## src/rtl/serial_sample_deser.sv

```systemverilog
// serial_sample_deser
//   Serial audio receiver. The bit clock (clk_over3), serial data and lrck
//   are all sampled as data in the clk domain through matched synchronisers.
//   A word of DATA_W bits is collected MSB first from the lrck edge
//   (left-justified). The result is presented on a valid/ready output slot.
//
//   Optional build macro: DESER_STATUS_EN. It adds saturating frm_err/ovf
//   event counters and a counter clear input.
//
// Ports
//   clk        system clock (only clock)
//   nreset     asynchronous active-low reset
//   clk_over3  bit clock, synchronised and edge-detected
//   sdata      serial data, MSB first
//   lrck       channel select, 0 = left, 1 = right
//   out_data   received sample
//   out_chan   lrck level of the frame that produced out_data
//   out_valid  output slot holds a word
//   out_ready  consumer accepts on out_valid && out_ready
//   ovf        1-cycle pulse, completed word dropped (slot full)
//   frm_err    1-cycle pulse, lrck toggled mid-word
//   cnt_clr    (DESER_STATUS_EN) zero both event counters
//   err_cnt    (DESER_STATUS_EN) saturating frm_err count
//   ovf_cnt    (DESER_STATUS_EN) saturating ovf count
module serial_sample_deser #(
   parameter int DATA_W      = 16,
   parameter int SYNC_STAGES = 2
) (
   input  logic              clk,
   input  logic              nreset,
   input  logic              clk_over3,
   input  logic              sdata,
   input  logic              lrck,
   output logic [DATA_W-1:0] out_data,
   output logic              out_chan,
   output logic              out_valid,
   input  logic              out_ready,
   output logic              ovf,
   output logic              frm_err
`ifdef DESER_STATUS_EN
   ,
   input  logic              cnt_clr,
   output logic [7:0]        err_cnt,
   output logic [7:0]        ovf_cnt
`endif
);

   localparam int CW = $clog2(DATA_W + 1);

   typedef enum logic [1:0] {IDLE, SHIFT, DONE} state_t;

   logic [SYNC_STAGES-1:0] bclk_sync, sdat_sync, lrck_sync;
   logic                   bclk_s, sdat_s, lrck_s;
   logic                   bclk_d, lrck_prev, primed;
   logic                   tick, frame_start;

   state_t                 state, state_nxt;
   logic [DATA_W-1:0]      shreg;
   logic [CW-1:0]          cnt;
   logic                   chan;
   logic                   start_word, shift_bit, abort_word, load_word, drop_word;

   // All three inputs go through identical chains so they stay cycle-aligned.
   always_ff @(posedge clk or negedge nreset) begin
      if (!nreset) begin
         bclk_sync <= '0;
         sdat_sync <= '0;
         lrck_sync <= '0;
      end else begin
         bclk_sync <= {bclk_sync[SYNC_STAGES-2:0], clk_over3};
         sdat_sync <= {sdat_sync[SYNC_STAGES-2:0], sdata};
         lrck_sync <= {lrck_sync[SYNC_STAGES-2:0], lrck};
      end
   end

   assign bclk_s = bclk_sync[SYNC_STAGES-1];
   assign sdat_s = sdat_sync[SYNC_STAGES-1];
   assign lrck_s = lrck_sync[SYNC_STAGES-1];

   // primed blocks the first tick after reset from looking like an lrck
   // edge: the reset value of lrck_prev is not a real observed level, so a
   // fresh toggle is required before the first word.
   always_ff @(posedge clk or negedge nreset) begin
      if (!nreset) begin
         bclk_d    <= 1'b0;
         lrck_prev <= 1'b0;
         primed    <= 1'b0;
      end else begin
         bclk_d <= bclk_s;
         if (tick) begin
            lrck_prev <= lrck_s;
            primed    <= 1'b1;
         end
      end
   end

   assign tick        = bclk_s & ~bclk_d;
   assign frame_start = tick & primed & (lrck_s != lrck_prev);

   // FSM: state register
   always_ff @(posedge clk or negedge nreset) begin
      if (!nreset) state <= IDLE;
      else         state <= state_nxt;
   end

   // FSM: next state
   always_comb begin
      state_nxt = state;
      case (state)
         IDLE:    if (frame_start) state_nxt = SHIFT;
         SHIFT:   if (!frame_start && tick && cnt == CW'(DATA_W - 1)) state_nxt = DONE;
         DONE:    state_nxt = IDLE;
         default: state_nxt = IDLE;
      endcase
   end

   // FSM: datapath controls
   always_comb begin
      start_word = 1'b0;
      shift_bit  = 1'b0;
      abort_word = 1'b0;
      load_word  = 1'b0;
      drop_word  = 1'b0;
      case (state)
         IDLE:  start_word = frame_start;
         SHIFT: begin
            start_word = frame_start;
            abort_word = frame_start;
            shift_bit  = tick & ~frame_start;
         end
         DONE: begin
            load_word = ~out_valid | out_ready;
            drop_word = out_valid & ~out_ready;
         end
         default: ;
      endcase
   end

   always_ff @(posedge clk or negedge nreset) begin
      if (!nreset) begin
         shreg     <= '0;
         cnt       <= '0;
         chan      <= 1'b0;
         out_data  <= '0;
         out_chan  <= 1'b0;
         out_valid <= 1'b0;
         ovf       <= 1'b0;
         frm_err   <= 1'b0;
      end else begin
         ovf     <= drop_word;
         frm_err <= abort_word;
         if (start_word) begin
            // The bit that arrives with the lrck edge is the MSB.
            shreg <= {{(DATA_W-1){1'b0}}, sdat_s};
            cnt   <= CW'(1);
            chan  <= lrck_s;
         end else if (shift_bit) begin
            shreg <= {shreg[DATA_W-2:0], sdat_s};
            cnt   <= cnt + CW'(1);
         end
         if (load_word) begin
            out_data  <= shreg;
            out_chan  <= chan;
            out_valid <= 1'b1;
         end else if (out_valid && out_ready) begin
            out_valid <= 1'b0;
         end
      end
   end

`ifdef DESER_STATUS_EN
   always_ff @(posedge clk or negedge nreset) begin
      if (!nreset) begin
         err_cnt <= '0;
         ovf_cnt <= '0;
      end else if (cnt_clr) begin
         err_cnt <= '0;
         ovf_cnt <= '0;
      end else begin
         if (frm_err && err_cnt != 8'hFF) err_cnt <= err_cnt + 8'd1;
         if (ovf && ovf_cnt != 8'hFF)     ovf_cnt <= ovf_cnt + 8'd1;
      end
   end
`endif

endmodule

```

## config.mk

```make
export PLATFORM = sky130hd
export DESIGN_NAME = serial_sample_deser
export DESIGN_NICKNAME = d
export VERILOG_FILES = /design/src/rtl/serial_sample_deser.sv
export SDC_FILE = /design/constraint.sdc
export NUM_CORES = 1
export LEC_CHECK = 0
export CAP_MARGIN = 30
export CORE_MARGIN = 2
export CORE_UTILIZATION = 60
export CTS_CLUSTER_DIAMETER = 50
export CTS_CLUSTER_SIZE = 20
export DETAILED_ROUTE_END_ITERATION = 8
export DONT_BUFFER_PORTS = 1
export PLACE_DENSITY = 0.76
export SETUP_SLACK_MARGIN = 0.2
export SLEW_MARGIN = 20
export SYNTH_ARGS = -nofsm -noshare
export SYNTH_HDL_FRONTEND = slang
export SYNTH_SLANG_ARGS = --single-unit
```

## constraint.sdc

```tcl
create_clock -name clk -period 4.2 [get_ports clk]
set_input_delay 1.05 -clock clk [delete_from_list [all_inputs] [get_ports clk]]
set_output_delay 1.05 -clock clk [all_outputs]
set_load 0.02 [all_outputs]
```

== After elaboration in Yosys (flattened, before gate mapping) ==
Index checks and enable logic that the tools add are counted.

* Bits in registers: 53
* Input port bits: 6
* Output and inout bits: 20
* Logic and storage cells: 55

* Add/subtract/negate cells: 1
* Eq/ne operators: 6
* Muxes and demuxes: 14
* Bitwise gates (word level): 10
* Reduce and logical (&&, ||, !) cells: 9

{| class="wikitable"
|+ Operators by type and width
! operator !! number
|-
| 16-bit two-way mux || 2
|-
| 5-bit two-way mux || 2
|-
| 1-bit two-way mux || 7
|-
| 5-bit by 1-bit adder with 5-bit output (second input constant) || 1
|-
| 1-bit bitwise AND || 5
|-
| 5-bit by 4-bit == test with 1-bit output (second input constant) || 1
|-
| 2-bit two-way mux || 2
|-
| 2-bit != test (second input constant) || 2
|-
| 1-bit inverter || 4
|-
| 2-bit one-hot mux with 2 select lines || 1
|-
| 2-bit nonzero test || 2
|-
| 1-bit logical AND || 3
|-
| 2-bit by 1-bit == test with 1-bit output (second input constant) || 1
|-
| 2-bit == test (second input constant) || 1
|-
| 2-bit zero test || 1
|-
| 2-bit AND reduction || 1
|-
| 2-bit OR reduction || 1
|-
| 1-bit zero test || 1
|-
| 1-bit != test || 1
|-
| 1-bit bitwise OR || 1
|}

== Longest topological paths before layout ==
Gate-level depths: netlist of the first run.

* Depth after elaboration: 9
* Depth in mapped cells: 6
* Gate-level depth less buffers: 6

== Least setup slack after synthesis of the first run ==
Ideal clock, no wire load.

* Path type: input-to-reg
* Start point: input out_ready
* End point: register out_data[10]
* Setup time: 125 ps
* Arrival: 1,939 ps
* Data required time: 4,075 ps
* Slack: 2,136 ps
* Stages: 4
* Buffers on the path: 1
* Cell sequence: nand2b_1 > nand3_2 > buf_2 > mux2_2

* Cells in the longest elaborated chain, start to end: 2

{| class="wikitable"
|+ Ends and longest elaborated chain
! what !! line !! source
|-
| start: declaration || 37 || <nowiki>input logic out_ready,</nowiki>
|-
| 1-bit bitwise OR || 132 || <nowiki>load_word = ~out_valid | out_ready;</nowiki>
|-
| 1-bit two-way mux || 124 || <nowiki>case (state)</nowiki>
|-
| end signal: assignment || 162 || <nowiki>out_data <= shreg;</nowiki>
|-
| end: declaration || 34 || <nowiki>output logic [DATA_W-1:0] out_data,</nowiki>
|}

Every way passes these cells.
A chain may end at the register's enable or synchronous reset.

== Worst setup path after layout of the first run ==
* Start point: register state[1]
* End point: register shreg[5]

* Cells in the longest elaborated chain, start to end: 4
* Elaborated cells on any way between the ends: 7
* Those cells by class: eq/ne: 1; mux: 3; reduce/logical: 3

{| class="wikitable"
|+ Ends and longest elaborated chain
! what !! line !! source
|-
| start: declaration || 57 || <nowiki>state_t state, state_nxt;</nowiki>
|-
| start signal: assignment || 103 || <nowiki>else state <= state_nxt;</nowiki>
|-
| 2-bit by 1-bit == test with 1-bit output / 2-bit zero test (equally long branches) || 124 ||
|-
| 2-bit OR reduction (no line) || n/a ||
|-
| 1-bit two-way mux || 124 ||
|-
| 16-bit two-way mux / 2-bit nonzero test (equally long branches) || n/a ||
|-
| end signal: assignment || 154 || <nowiki>shreg <= {{(DATA_W-1){1'b0}}, sdat_s};</nowiki>
|-
| end signal: assignment || 158 || <nowiki>shreg <= {shreg[DATA_W-2:0], sdat_s};</nowiki>
|-
| end: declaration || 58 || <nowiki>logic [DATA_W-1:0] shreg;</nowiki>
|}

Parallel ways exist; a longest one is shown, timed or not.

==> flow_summary.yaml, run 1 <==
logic_synthesis:
  synth_top_area_share: 0.660
  synth_edf_count: 0
  avgSynthCellArea_um2: 15.1
  synthesis.nets: 141
  syn_area_um2: 2010
  ys_warn_count: 0
  synth_flop_cell: "dfrtp_1"
  synth_area_leader_cell: "dfrtp_1"
  ys_ff_latch: 53
  synthCells: 133
  async_flop_share: 1.00
  ys_types: 28
  seq_area_frac_synth: 0.660
  synthTopCellsByArea: "dfrtp_1 (66%), mux2_2 (11%), a22o_1 (7.0%), buf_6 (1.7%), ha_1 (1.2%)"
grt:
  grt_pass1_vias: 1053
  grt_max_degree: 54
  grt_pass1_wl_um: 4600
  grt.overflow.total: 0
  grt_antenna_before_repair: 0
  grtUsageTotal: 0.171
clock_network:
  clk_path_buf_depth: 2
  htreeDepth: 2
  cts_buffers: 5
  cts_tree: "built"
  hold_buffers: 0
  root_buffer: "clkbuf_4"
  cts_resized: 0
  clk_pin_slew_ps: 150
  post_cts_buffers: 0
  clk_latency_ps: 370
  cts.sinks: 53
sta:
  setup_viol: 0
  min_period_over_period: 0.499
  relSlewSlack: 0.400
  max_freq_mhz: 477
  fin_tns_setup_ps: 0
  fin_crit_ps: 2100
  finalClockSkew_ps: 13.1
  tightest_slew_ps: 900
  hold_violations: 0
  drv_slew: 0
  grt_setup_unrepaired: "no"
route:
  firstDrtPassIters: 4
  routed_wl_um: 2870
  vias: 1039
  wl_per_cell_um: 15.8
  vias_per_cell: 5.71
  drtIter0Drc: 32
  post-route-drc-count: 0
  drtAntennaViolNets: 0
placement:
  port_buffers: 0
  hpwl_um: 1830
  gp_congestion: 0.754
  dpl_cell_area_um2: 2020
  dp.cells: 174
die:
  dieArea_um2: 3830
  start_util: 0.611
  die_w_um: 61.9
  die_y_um: 61.9
  core_um2: 3280
  ios: 26
  num_rows: 21
setup_path:
  crit_arrival_ps: 2400
  crit_path_max_fanout: 20
  path_class: "reg -> reg"
  critPathRequiredTime_ps: 4510
  cp-start-kind: "register"
  cp_slowest_cell: "a211oi_4"
  cpPeakStageDelay_ps: 790
  endpoint_kind: "register"
  crit_chain: "or3b_1 > a211oi_4 > a22o_1"
layout:
  fin_cells: 182
  stdcell_area_um2: 2090
  fin_nets: 143
  syn_to_final_growth_pct: 4.17
  finish.utilization: 0.637
  diodes: 0
  fillers: 250
  drive_above_1_share: 0.279
power:
  irDropWorstVdd_mv: 0.245
  p_leak_nw: 1.01
  p_per_area_nw_per_um2: 418
job:
  max-cap-violations: 0
worst_hold_path:
  hp-class: "in -> async"
outcome:
  status: "finished clean"
==> sequential cells by signal (all words and copies together) (netlist names) <==
signal     count
chan           1
lrck_sync      2
out_chan       1
shreg         16
out_valid      1
bclk_sync      2
bclk_d         1
ovf            1
lrck_prev      1
sdat_sync      2
state          2
primed         1
out_data      16
frm_err        1
cnt            5
==> final timing paths <==
path                                   startpoint                      to  slack [ps]  cells past startpoint
min in group clk           lrck_sync[0]$_DFF_PN0_  lrck_sync[1]$_DFF_PN0_         370                      0
setup reg to reg             state[1]$_DFFE_PN0P_    shreg[5]$_DFFE_PN0P_        2100                      3
setup / recovery             state[1]$_DFFE_PN0P_    shreg[5]$_DFFE_PN0P_        2100                      3
max in group asynchronous                  nreset  bclk_sync[1]$_DFF_PN0_        3760                      0
hold / removal                             nreset    state[1]$_DFFE_PN0P_         350                      0
hold reg to reg            lrck_sync[0]$_DFF_PN0_  lrck_sync[1]$_DFF_PN0_         370                      0
==> placed cells by master, fill, tap and decap left out, drive strengths merged, types with 2 or more instances in the layout <==
master / netlist / layout
and2: 2 / 2
ha: 2 / 2
clkbuf: 0 / 7
o21ai: 3 / 3
nand3: 2 / 2
mux2: 20 / 20
a21oi: 3 / 3
or2: 2 / 2
a22o: 16 / 16
inv: 5 / 5
nor2: 3 / 3
dfrtp: 53 / 53
nand2: 5 / 5
==> through the flow <==
step	power [mW]	worst slack [ps]	hold slack (ps)
after floorplan	0.628	2140	331
after global placement	0.634	2100	338
after detailed placement	0.640	2050	336
after CTS	0.882	2110	336
after global routing	0.918	1990	311
final	0.875	2100	349
==> cell families after synthesis <==
group | after synthesis | synth area share
compound gates | 26 | 0.114
fa+ha+maj | 2 | 0.0125
mux | 21 | 0.117
simple gates | 20 | 0.0567
flops | 53 | 0.660
buf+inv | 10 | 0.0311
xor+xnor | 1 | 0.00810
==> metal layers <==
layer | vias up | wire, µm | global-route usage
met3 | 5 | 174 | 0.0725
met4 | 0 | 46 | 0.0821
met1 | 532 | 1300 | 0.227
li1 | 471 | - | -
met2 | 31 | 1350 | 0.245
met5 | - | 0 | 0
==> report_power, final <==
part | total, mW | switching, mW | internal (mW)
Combinational | 0.0672 | 0.0357 | 0.0316
Sequential | 0.563 | 0.0228 | 0.540
Clock | 0.245 | 0.148 | 0.0973
Total | 0.875 | 0.206 | 0.669
==> critical path, delay by kind of cell (launching register included) <==
family	cells	cell delay, ps
AOI/OAI and AO/OA	2	1060
DFF	1	450
and+or+nand+nor	1	510
==> synth_stat cells, drive strengths merged (2+ instances only) <==
master  count
ha          2
nor2        3
a22o       16
dfrtp      53
and2        2
nand3       2
or2         2
o21ai       3
nand2       5
buf         5
mux2       20
a21oi       3
inv         5
==> final cells by class <==
cell class              count  area [µm²]  share of cell area
flip-flops and latches     53        1330               0.634
clock buffers               7        65.1              0.0311
multi-input cells          70         619               0.296
inverters                   5        18.8             0.00897
well taps                  46        57.6              0.0275
clock inverters             1        5.00             0.00239
Note: power is estimated with default switching activity, not from simulation.
==> run 2: changes to the inputs <==
--- a/config.mk
+++ b/config.mk
@@ -7,12 +7,12 @@
 export LEC_CHECK = 0
 export CAP_MARGIN = 30
 export CORE_MARGIN = 2
-export CORE_UTILIZATION = 60
+export CORE_UTILIZATION = 55
 export CTS_CLUSTER_DIAMETER = 50
 export CTS_CLUSTER_SIZE = 20
 export DETAILED_ROUTE_END_ITERATION = 8
 export DONT_BUFFER_PORTS = 1
-export PLACE_DENSITY = 0.76
+export PLACE_DENSITY = 0.73
 export SETUP_SLACK_MARGIN = 0.2
 export SLEW_MARGIN = 20
 export SYNTH_ARGS = -nofsm -noshare
==> constraint.sdc (replaced) <==
create_clock -name clk -period 1.9 [get_ports clk]
set_input_delay 0.475 -clock clk [delete_from_list [all_inputs] [get_ports clk]]
set_output_delay 0.475 -clock clk [all_outputs]
set_load 0.02 [all_outputs]
==> run 2 against run 1 <==
Non-clock buffer count rose by 5. Combinational power rose to 2.8 times the previous value. Die area increased by 8.5%. Clock power rose to 2.6 times the previous value. Critical path type unchanged. Largest cell class unchanged. Highest routed layer unchanged.
==> flow_summary.yaml, run 2 (synthesized netlist as in run 1, its figures left out) <==
route:
  drtIter0Drc: 59
  vias: 1083
  vias_per_cell: 5.79
  wl_per_cell_um: 16.0
  drtAntennaViolNets: 0
  firstDrtPassIters: 4
  routed_wl_um: 2980
  post-route-drc-count: 0
clock_network:
  cts_tree: "built"
  cts_buffers: 5
  root_buffer: "clkbuf_4"
  cts.sinks: 53
  clk_path_buf_depth: 2
  clk_pin_slew_ps: 140
  clk_latency_ps: 380
  htreeDepth: 2
  post_cts_buffers: 0
power:
  p_leak_nw: 1.05
  comb_power_share: 0.090
  irDropWorstVdd_mv: 0.544
  swShare: 0.233
  intPower_mw: 1.59
  clkPwrFrac: 0.310
  p_sw_mw: 0.484
  p_per_area_nw_per_um2: 952
  pwr-share-seq: 0.601
sta:
  relSlewSlack: 0.754
  fin_tns_setup_ps: 0
  fin_crit_ps: 1630
  finalClockSkew_ps: 9.56
  max_freq_mhz: 615
  tightest_slew_ps: 368
  grt_setup_unrepaired: "no"
  holdWs_ps: 114
  drv_slew: 0
  min_period_over_period: 0.856
  hold_violations: 0
  setup_viol: 0
grt:
  grt_pass1_wl_um: 5220
  grtUsageTotal: 0.169
  grt_max_degree: 54
  grt_antenna_before_repair: 0
  grt.overflow.total: 0
  grt_pass1_vias: 1140
die:
  dieArea_um2: 4150
  die_w_um: 64.4
  num_rows: 21
  core_um2: 3420
  ios: 26
  die_y_um: 64.4
  start_util: 0.588
layout:
  final_common_cell: "dfrtp_1"
  syn_to_final_growth_pct: 8.60
  top_regs: "out_data (16), shreg (16), cnt (5)"
  drive_above_1_share: 0.298
  diodes: 0
  fillers: 263
  layout_common_cells: "dfrtp_1 (53), mux2_2 (20), a22o_1 (16), nand2_1 (5), clkbuf_4 (5)"
  fin_nets: 148
setup_path:
  cp-start-kind: "register"
  crit_arrival_ps: 1940
  cpPeakStageDelay_ps: 480
  critPathRequiredTime_ps: 2220
  crit_path_max_fanout: 20
  cp_slowest_cell: "dfrtp_1"
  endpoint_kind: "register"
  path_class: "reg -> reg"
  crit_chain: "or3b_4 > a211oi_4 > buf_6 > a22o_1"
outcome:
  status: "finished clean"
worst_hold_path:
  hp-class: "in -> reg"
placement:
  port_buffers: 0
  gp_congestion: 0.731
  hpwl_um: 1910
job:
  max-cap-violations: 0
run 2: cell type report:
cell class              count  area, µm²  share of cell area
flip-flops and latches     53       1330               0.608
multi-input cells          70        629               0.289
repair buffers              5       63.8              0.0293
well taps                  46       57.6              0.0264
clock buffers               7       55.1              0.0252
clock inverters             1       30.0              0.0138
inverters                   5       18.8             0.00861
run 2: final timing paths:
path	startpoint	to	slack (ps)	cells past startpoint
max reg2reg	state[1]$_DFFE_PN0P_	shreg[1]$_DFFE_PN0P_	270	4
max in group asynchronous	nreset	out_data[8]$_DFFE_PN0P_	1090	2
min reg2reg	lrck_sync[0]$_DFF_PN0_	lrck_sync[1]$_DFF_PN0_	370	0
min in group asynchronous	nreset	shreg[15]$_DFFE_PN0P_	590	2
min	clk_over3	bclk_sync[0]$_DFF_PN0_	110	0
max	state[1]$_DFFE_PN0P_	shreg[1]$_DFFE_PN0P_	270	4
run 2: power by group through the flow:
stage	Clock [mW]	Sequential (mW)	Combinational [mW]
floorplan	0	1.25	0.136
global placement	0	1.26	0.144
detailed placement	0	1.27	0.157
CTS	0.660	1.25	0.189
global route	0.713	1.25	0.209
finish	0.643	1.25	0.186
run 2: metal layers:
layer | wire (µm) | global-route usage | vias to the layer above
met5 | 0 | 0 | -
met4 | 88 | 0.0851 | 0
met3 | 167 | 0.0608 | 8
met2 | 1410 | 0.273 | 28
met1 | 1320 | 0.201 | 562
li1 | - | - | 485
run 2: what timing repair did:
item,4_1_cts,5_1_grt
hold buffers,2,0
gates resized for setup,1,2
hold endpoints to repair,53,0
setup endpoints to repair,17,22
run 2: metrics by stage:
stage / worst slack (ps) / util / instances / total power, mW / cell area, µm²
after CTS: 229 / 0.636 / 187 / 2.09 / 2170
final: 274 / 0.638 / 187 / 2.08 / 2180
after global placement: 285 / 0.599 / 177 / 1.41 / 2040
after global routing: 210 / 0.638 / 187 / 2.18 / 2180
after floorplan: 390 / - / 133 / 1.39 / 2010
after detailed placement: 200 / 0.599 / 177 / 1.42 / 2040
run 2: worst max-delay path: cells and delay by family (launching register included):
family / cells / cell delay [ps]
compound gates: 2 / 400
simple gates: 1 / 470
buf+inv: 1 / 220
flops: 1 / 480
